[src/rtl/bypass_credits_wr_mc.sv]
// Per-channel data-beat credit gate for Bypass write requests, merged round-robin onto one registered output.
// Build option: define BYPASS_CREDITS_ROUNDUP_EN to charge a credit for a partial tail beat (ceil instead of floor).
module bypass_credits_wr_mc #(
   parameter int N_CHAN    = 4,
   parameter int DATA_BITS = 512,
   parameter int BLEN_BITS = 7,
   parameter int CRED_BITS = BLEN_BITS + 1,
   parameter int LEN_BITS  = 28,
   parameter int REQ_BITS  = 64,
   parameter int CHAN_BITS = (N_CHAN > 1) ? $clog2(N_CHAN) : 1
) (
   input  logic                       aclk,
   input  logic                       aresetn,
   input  logic [N_CHAN-1:0]          s_req_valid,
   output logic [N_CHAN-1:0]          s_req_ready,
   input  logic [N_CHAN*REQ_BITS-1:0] s_req_data,
   input  logic [N_CHAN-1:0]          xfer,
   output logic                       m_req_valid,
   input  logic                       m_req_ready,
   output logic [REQ_BITS-1:0]        m_req_data,
   output logic [CHAN_BITS-1:0]       m_chan
);

   localparam int BEAT_LOG_BITS = $clog2(DATA_BITS / 8);
   localparam int CMP_BITS      = ((LEN_BITS > CRED_BITS) ? LEN_BITS : CRED_BITS) + 1;
   localparam logic [CRED_BITS-1:0] CRED_MAX = '1;

   logic [CRED_BITS-1:0] cred      [N_CHAN];
   logic [CRED_BITS-1:0] cred_left [N_CHAN];
   logic [CRED_BITS-1:0] cred_next [N_CHAN];
   logic [CMP_BITS-1:0]  n_beats   [N_CHAN];
   logic [N_CHAN-1:0]    elig;
   logic [CHAN_BITS-1:0] rr_ptr;
   logic [CHAN_BITS-1:0] grant_idx;
   logic [CHAN_BITS-1:0] cand;
   logic                 grant_valid;
   logic                 stage_free;
   int                   scan_idx;

   // The comparison runs one bit wider than both operands so neither a long len nor the ceil carry is truncated.
   always_comb begin
      for (int i = 0; i < N_CHAN; i++) begin
`ifdef BYPASS_CREDITS_ROUNDUP_EN
         n_beats[i] = (CMP_BITS'(s_req_data[i*REQ_BITS +: LEN_BITS])
                       + CMP_BITS'((1 << BEAT_LOG_BITS) - 1)) >> BEAT_LOG_BITS;
`else
         n_beats[i] = CMP_BITS'(s_req_data[i*REQ_BITS +: LEN_BITS]) >> BEAT_LOG_BITS;
`endif
         elig[i] = s_req_valid[i] && (CMP_BITS'(cred[i]) >= n_beats[i]);
      end
   end

   assign stage_free = !m_req_valid || m_req_ready;

   always_comb begin
      grant_valid = 1'b0;
      grant_idx   = '0;
      cand        = '0;
      scan_idx    = 0;
      for (int k = 0; k < N_CHAN; k++) begin
         scan_idx = int'(rr_ptr) + k;
         if (scan_idx >= N_CHAN) scan_idx = scan_idx - N_CHAN;
         cand = CHAN_BITS'(scan_idx);
         if (stage_free && !grant_valid && elig[cand]) begin
            grant_valid = 1'b1;
            grant_idx   = cand;
         end
      end
   end

   always_comb begin
      s_req_ready = '0;
      if (grant_valid) s_req_ready[grant_idx] = 1'b1;
   end

   // A grant can only consume what eligibility proved is there, so only the increment needs a saturation guard.
   always_comb begin
      for (int i = 0; i < N_CHAN; i++) begin
         cred_left[i] = s_req_ready[i] ? cred[i] - CRED_BITS'(n_beats[i]) : cred[i];
         cred_next[i] = (xfer[i] && (cred_left[i] != CRED_MAX)) ? cred_left[i] + CRED_BITS'(1)
                                                               : cred_left[i];
      end
   end

   always_ff @(posedge aclk or negedge aresetn) begin
      if (!aresetn) begin
         for (int i = 0; i < N_CHAN; i++) cred[i] <= '0;
      end else begin
         for (int i = 0; i < N_CHAN; i++) cred[i] <= cred_next[i];
      end
   end

   always_ff @(posedge aclk or negedge aresetn) begin
      if (!aresetn) begin
         rr_ptr      <= '0;
         m_req_valid <= 1'b0;
         m_req_data  <= '0;
         m_chan      <= '0;
      end else if (grant_valid) begin
         rr_ptr      <= (grant_idx == CHAN_BITS'(N_CHAN - 1)) ? '0 : grant_idx + CHAN_BITS'(1);
         m_req_valid <= 1'b1;
         m_req_data  <= s_req_data[int'(grant_idx)*REQ_BITS +: REQ_BITS];
         m_chan      <= grant_idx;
      end else if (m_req_ready) begin
         m_req_valid <= 1'b0;
      end
   end

endmodule
[config.mk]
export PLATFORM = sky130hd
export DESIGN_NAME = bypass_credits_wr_mc
export DESIGN_NICKNAME = d
export VERILOG_FILES = /design/src/rtl/bypass_credits_wr_mc.sv
export SDC_FILE = /design/constraint.sdc
export NUM_CORES = 1
export LEC_CHECK = 0
export ABC_AREA = 0
export BUFFER_PORTS_ARGS = -buffer_cell sky130_fd_sc_hd__buf_2
export CORE_MARGIN = 5
export CORE_UTILIZATION = 55
export CTS_BUF_LIST = sky130_fd_sc_hd__clkbuf_4
export DETAILED_ROUTE_END_ITERATION = 16
export PLACE_DENSITY = 0.9
export SYNTH_ARGS = -nofsm -noshare
export SYNTH_HDL_FRONTEND = slang
export SYNTH_SLANG_ARGS = --single-unit
export TNS_END_PERCENT = 1
[constraint.sdc]
create_clock -name aclk -period 13.62 [get_ports aclk]
set_input_delay 2.724 -clock aclk [delete_from_list [all_inputs] [get_ports aclk]]
set_output_delay 2.724 -clock aclk [all_outputs]
set_load 0.02 [all_outputs]
; Word level (Yosys, flattened, before mapping)
; Index checks and enable logic that the tools add are counted.
[classes]
addsub = 16
mul = 0
n_div = 0
magnitude_cmp = 14
n_eq_ne = 5
n_shift = 1
muxes = 34
n_bitwise = 0
reduce_logical = 22
[op_table]
columns = cell, n
row1 = indexed part select 256 x 9 -> 64 bit, 1
row2 = >= comparator 8 x 22 -> 1 bit, 4
row3 = 2-to-1 mux 8 bit, 8
row4 = "adder 8 x 1 -> 8 bit, second input constant", 4
row5 = "inequality test 8 bit, second input constant", 4
row6 = subtractor 8 bit, 4
row7 = 2-to-1 mux 2 bit, 9
row8 = logical AND 1 bit, 16
row9 = "< comparator 2 x 3 -> 1 bit, second input constant", 5
row10 = 2-to-1 mux 1 bit, 11
row11 = ">= comparator 3 bit, second input constant", 3
row12 = binary-select mux 1 bit (select 2 bit), 4
row13 = "subtractor 2 x 1 -> 2 bit, second input constant", 4
row14 = "adder 2 x 2 -> 3 bit, second input constant", 2
row15 = zero test 1 bit, 4
row16 = 2-to-1 mux 4 bit, 1
row17 = "adder 2 x 1 -> 3 bit, second input constant", 1
row18 = ">= comparator 2 x 3 -> 1 bit, second input constant", 1
row19 = "adder 2 x 1 -> 2 bit, second input constant", 1
row20 = demux 1 bit (select 2 bit), 1
row21 = "equality test 2 bit, second input constant", 1
row22 = ">= comparator 2 x 1 -> 1 bit, second input constant", 1
row23 = nonzero test 2 bit, 1
row24 = logical OR 1 bit, 1
[totals]
regBits = 101
latch_bits = 0
ramBits = 0
rom_bits = 0
output_inout_bits = 71
word_cells = 100
mem_count = 0

; Longest topological paths before layout
[depth]
depth_word = 27
mapped_depth = 20
ltp_nobuf = 20

; Worst setup path before layout
; Ideal clock, no wire load.
[synth_path]
path_type = input port to output port
start = input s_req_data[134]
end = output s_req_ready[0]
t_arrival_ns = 5.403
t_required_ns = 10.896
setup_slack_ns = 5.493
stages = 15
n_path_buf = 2
path_cell_list = ha_1 > inv_1 > fa_1 > a21o_1 > a21oi_1 > o211ai_1 > nand2_1 > o21bai_1 > a21oi_2 > inv_1 > buf_2 > clkbuf_1 > ha_1 > inv_1 > nor2_1
[synth_between]
elab_chain_len = 23
elab_cells_between_ends = 34
classes_between = order compare: 3 / mux: 19 / reduce/logical: 12
[synth_lines]
columns = item, line
row1 = start: declaration, 16  ; input logic [N_CHAN*REQ_BITS-1:0] s_req_data,
row2 = >= comparator 8 x 22 -> 1 bit *, 49  ; elig[i] = s_req_valid[i] && (CMP_BITS'(cred[i]) >= n_beats[i]);
row3 = logical AND 1 bit *, 49
row4 = binary-select mux 1 bit (select 2 bit), 64  ; if (stage_free && !grant_valid && elig[cand]) begin
row5 = 2-to-1 mux 1 bit (not written as such), 64
row6 = logical AND 1 bit, 64
row7 = 2-to-1 mux 1 bit, 64
row8 = zero test 1 bit, 64
row9 = logical AND 1 bit (2 in a row), 64
row10 = (+6 left out), --
row11 = logical AND 1 bit (2 in a row), 64
row12 = 2-to-1 mux 2 bit *, 64
row13 = net grant_idx[1], 34  ; logic [CHAN_BITS-1:0] grant_idx;
row14 = < comparator 2 x 3 -> 1 bit (not written as such) or >= comparator 2 x 1 -> 1 bit (tied branches), 73  ; if (grant_valid) s_req_ready[grant_idx] = 1'b1;
row15 = logical AND 1 bit (not written as such), 73
row16 = 2-to-1 mux 1 bit (not written as such), 73
row17 = demux 1 bit (select 2 bit) *, 73
row18 = 2-to-1 mux 4 bit *, 73
row19 = end: declaration, 15  ; output logic [N_CHAN-1:0] s_req_ready,
; The timed path passes the listed nets; every way through them passes the cells marked *. The select of a mux whose other input is x is not followed.

; Worst setup path after layout
[layout_path]
start = input s_req_data[70]
end = output s_req_ready[1]
; The elaborated chain is that of the path after synthesis.

==> results by group <==
STA
  • Fin crit share: 66.2%
  • FMAX: 111 MHz
  • RSZ-0062 raised after global routing: false
  • Relative slew slack: about a quarter
  • Fin Setup TNS: 0 ns
  • Final min period: 9.02 ns
  • Worst slew pin tran: about 1.1 ns
  • Setup Viol. Count Final: 0
  • Final Skew: 0.0389 ns
  • Fin. max-slew vios: 0
  • Final hold viol count: 0

Layout
  • Area grow syn2layout: 23.0%
  • Share of post-route cells with drive strength above 1: 32.6%
  • Non-Filler Instances: 1,413
  • # nets final: ~1,500
  • Fin area: 10,100 um^2

Global route
  • Number of global-route vias before repair: a little over 8,000
  • Global-route congestion overflow total: 0
  • First-pass GRT wire length: 43,900 um
  • Initial antenna violation count: 10
  • GRT Util Overall: between 30% and 40%
  • Largest net degree at the start of global routing: 59

Logic synthesis
  • Most common cell in the netlist: mux2i_1
  • Syn avg cell area: about 9.2 um^2
  • Mapped Area: 8240 um^2
  • Synth area leaders: dfrtp_1 (31%), mux2i_1 (15%), ha_1 (5.5%), a2bb2oi_1 (4.6%), o21ai_0 (3.8%)
  • Most frequent cells after synthesis: mux2i_1 (120), dfrtp_1 (101), o21ai_0 (62)
  • FFs w/ async S/R, synth: 100%
  • Yosys reg bits: around 100
  • EDFF count, synth: 0
  • Yosys top cell area share: 30.7%
  • Post-Synthesis Cells: 898
  • Sequential fraction of the synthesis area: 30.7%
  • Yosys cell types: 82
  • Area leader, netlist: dfrtp_1
  • Syn Nets: ~1,200
  • Yosys warns: 0
  • Main synth FF type: dfrtp_1

Worst setup path
  • Required @ worst endpoint: roughly 11 ns
  • Critical path class: primary input to primary output
  • Setup crit start kind: primary input
  • Crit path DAT: 6.30 ns
  • Worst Setup End Kind: primary output
  • Worst reg-to-reg path cell count: 16
  • CP Max Fanout: 28
  • RR Startpoint: cred[0]
  • R2r endpoint: cred[30]
  • R2r setup slk: 8.78 ns

Power
  • Worst ir drop on vdd: between 80 and 90 uV
  • Pwr per Cell Area: 113 nW/um^2
  • Leakage: 5.00 nW

Route
  • Wirelength, routed: 28,300 um
  • DR WL/cell: 20.0 um
  • Drt via density: ~6
  • DRC viols: 0
  • DR vias: 8,520
  • DR iter-0 viols: 691
  • Pre-antenna DRT Iters: 5
  • Routed Antenna Nets: 0

Floorplanning
  • Initial cell density of the core: between 50% and 60%
  • Die Ht: 132 um
  • Die span in x: about 130 um
  • Core area: around 15,000 um^2
  • Die Area: ~18,000 um^2
  • I/O Pins: around 340
  • Row count: 44

Clock network
  • Setup Buffers After CTS: 0
  • Sink Count: 101
  • Clock buffer depth: 2
  • Clock Pin Slew Worst Setup and Hold Paths: 0.17 ns
  • Cts repair resizes: 0
  • H-tree levels: 3
  • CTS Hold Buffers Added: 0
  • Clock Tree Root: clkbuf_4
  • Clock Latency Late Sink: 0.50 ns
  • CTS Buf Count: 9
  • CTS tree: done

Job
  • MaxCap Viol Count: 0

Min path
  • Hold Crit Class: flip-flop to flip-flop
  • HP Start: m_chan[1]
  • Hold path depth: 2
  • Hold endpoint: m_chan[1]

Placement
  • Post-DP Area: ~10000 um^2
  • Placed cells: about 1,400
  • Final GP Congestion: about 0.96
  • DPL Wire Length: between 20,000 and 25,000 um
  • Port Buffers: 337

Outcome
  • Status: completed
==> state kept, by name, indices dropped and copies added (netlist names) <==
name / count
m_req_data: 64
cred: 32
m_chan: 2
rr_ptr: 2
m_req_valid: 1
==> final cells by class <==
cell class	instances	area, um^2
clock buffers	9	67.6
fillers	1181	4460
flip-flops and latches	101	2530
repair buffers	343	1730
clock inverters	7	80.1
well taps	184	230
inverters	48	180
diodes	9	22.5
multi-input cells	712	5290
==> worst max-delay path, cell delays in order <==
cell and delay [ns]:
buf_2 0.12, ha_1 0.17, inv_1 0.06, fa_1 0.39, a21o_1 0.20, o211ai_1 0.34
a311oi_2 0.23, a31oi_1 0.17, o21ai_0 0.11, a21oi_2 0.36, inv_1 0.43, buf_4 0.37
ha_1 0.24, and3_1 0.19, buf_2 0.17
==> cell families after synthesis <==
logic type      count (synthesis)  share of synthesized area, %
fa+ha+maj                      40                          6.44
xor+xnor                       29                          3.08
compound gates                249                          21.2
flops                         101                          30.7
simple gates                  268                          17.8
buf+inv                        85                          5.32
mux                           126                          15.5
==> worst max path at each step <==
| stage | start | endpoint | slack (ns) |
|---|---|---|---|
| after floorplan | s_req_data[134] | s_req_ready[0] | 5.49 |
| after global placement | s_req_data[198] | s_req_ready[1] | 4.81 |
| after detailed placement | s_req_data[70] | s_req_ready[1] | 4.72 |
| after CTS | s_req_data[70] | s_req_ready[1] | 4.70 |
| after global routing | s_req_data[70] | s_req_ready[1] | 4.34 |
| final | s_req_data[70] | s_req_ready[1] | 4.60 |
==> through the flow <==
step / util [%] / power (mW) / setup slack (ns) / hold slack (ns)
after CTS: 69.3 / 1.13 / 4.70 / 0.500
after global placement: 68.3 / 0.945 / 4.81 / 0.456
after detailed placement: 68.3 / 0.959 / 4.72 / 0.462
final: 69.4 / 1.14 / 4.60 / 0.499
after global routing: 69.4 / 1.22 / 4.34 / 0.531
after floorplan: - / 0.806 / 5.49 / 0.500
==> per-layer routing <==
metal | vias up | GRT usage (%) | part of all wire (%)
li1 | 3998 | - | -
met1 | 4069 | 38.5 | 38
met2 | 373 | 53.7 | 51
met3 | 76 | 5.53 | 7.4
met4 | 4 | 11.0 | 3.6
met5 | - | 0 | 0.096
==> cell usage in the layout, fill, tap and decap left out, types with 4 or more instances in the layout <==
cell	netlist	layout
mux2i_1	120	120
a31oi_1	4	4
and2_1	8	8
fa_1	4	4
xnor2_1	10	10
diode_2	0	9
nand3b_1	5	5
a21oi_1	44	44
o21ai_1	10	10
o2111ai_1	7	7
a211oi_1	4	4
or3_1	5	5
nor2_1	53	53
a21o_1	9	9
nand2b_1	4	4
o21bai_1	6	6
inv_1	48	48
a2bb2oi_1	43	43
xor2_1	19	19
buf_4	9	7
a311oi_1	5	5
nor4_1	19	19
nor3b_1	4	4
or2_2	6	7
buf_2	5	336
o21a_1	8	8
dfrtp_1	101	101
and3_1	16	16
nor3_1	16	16
nand2_1	55	54
ha_1	36	36
nand3_1	25	25
clkbuf_4	0	9
nand4_1	10	10
nor2b_1	22	22
o21ai_0	62	62
o211ai_1	8	8
==> power breakdown <==
part,switching [mW],total (mW),internal (mW)
clock,0.114,0.173,0.0587
sequential,0.0477,0.385,0.337
combinational,0.326,0.582,0.256
Note: power is estimated with default switching activity, not from simulation.
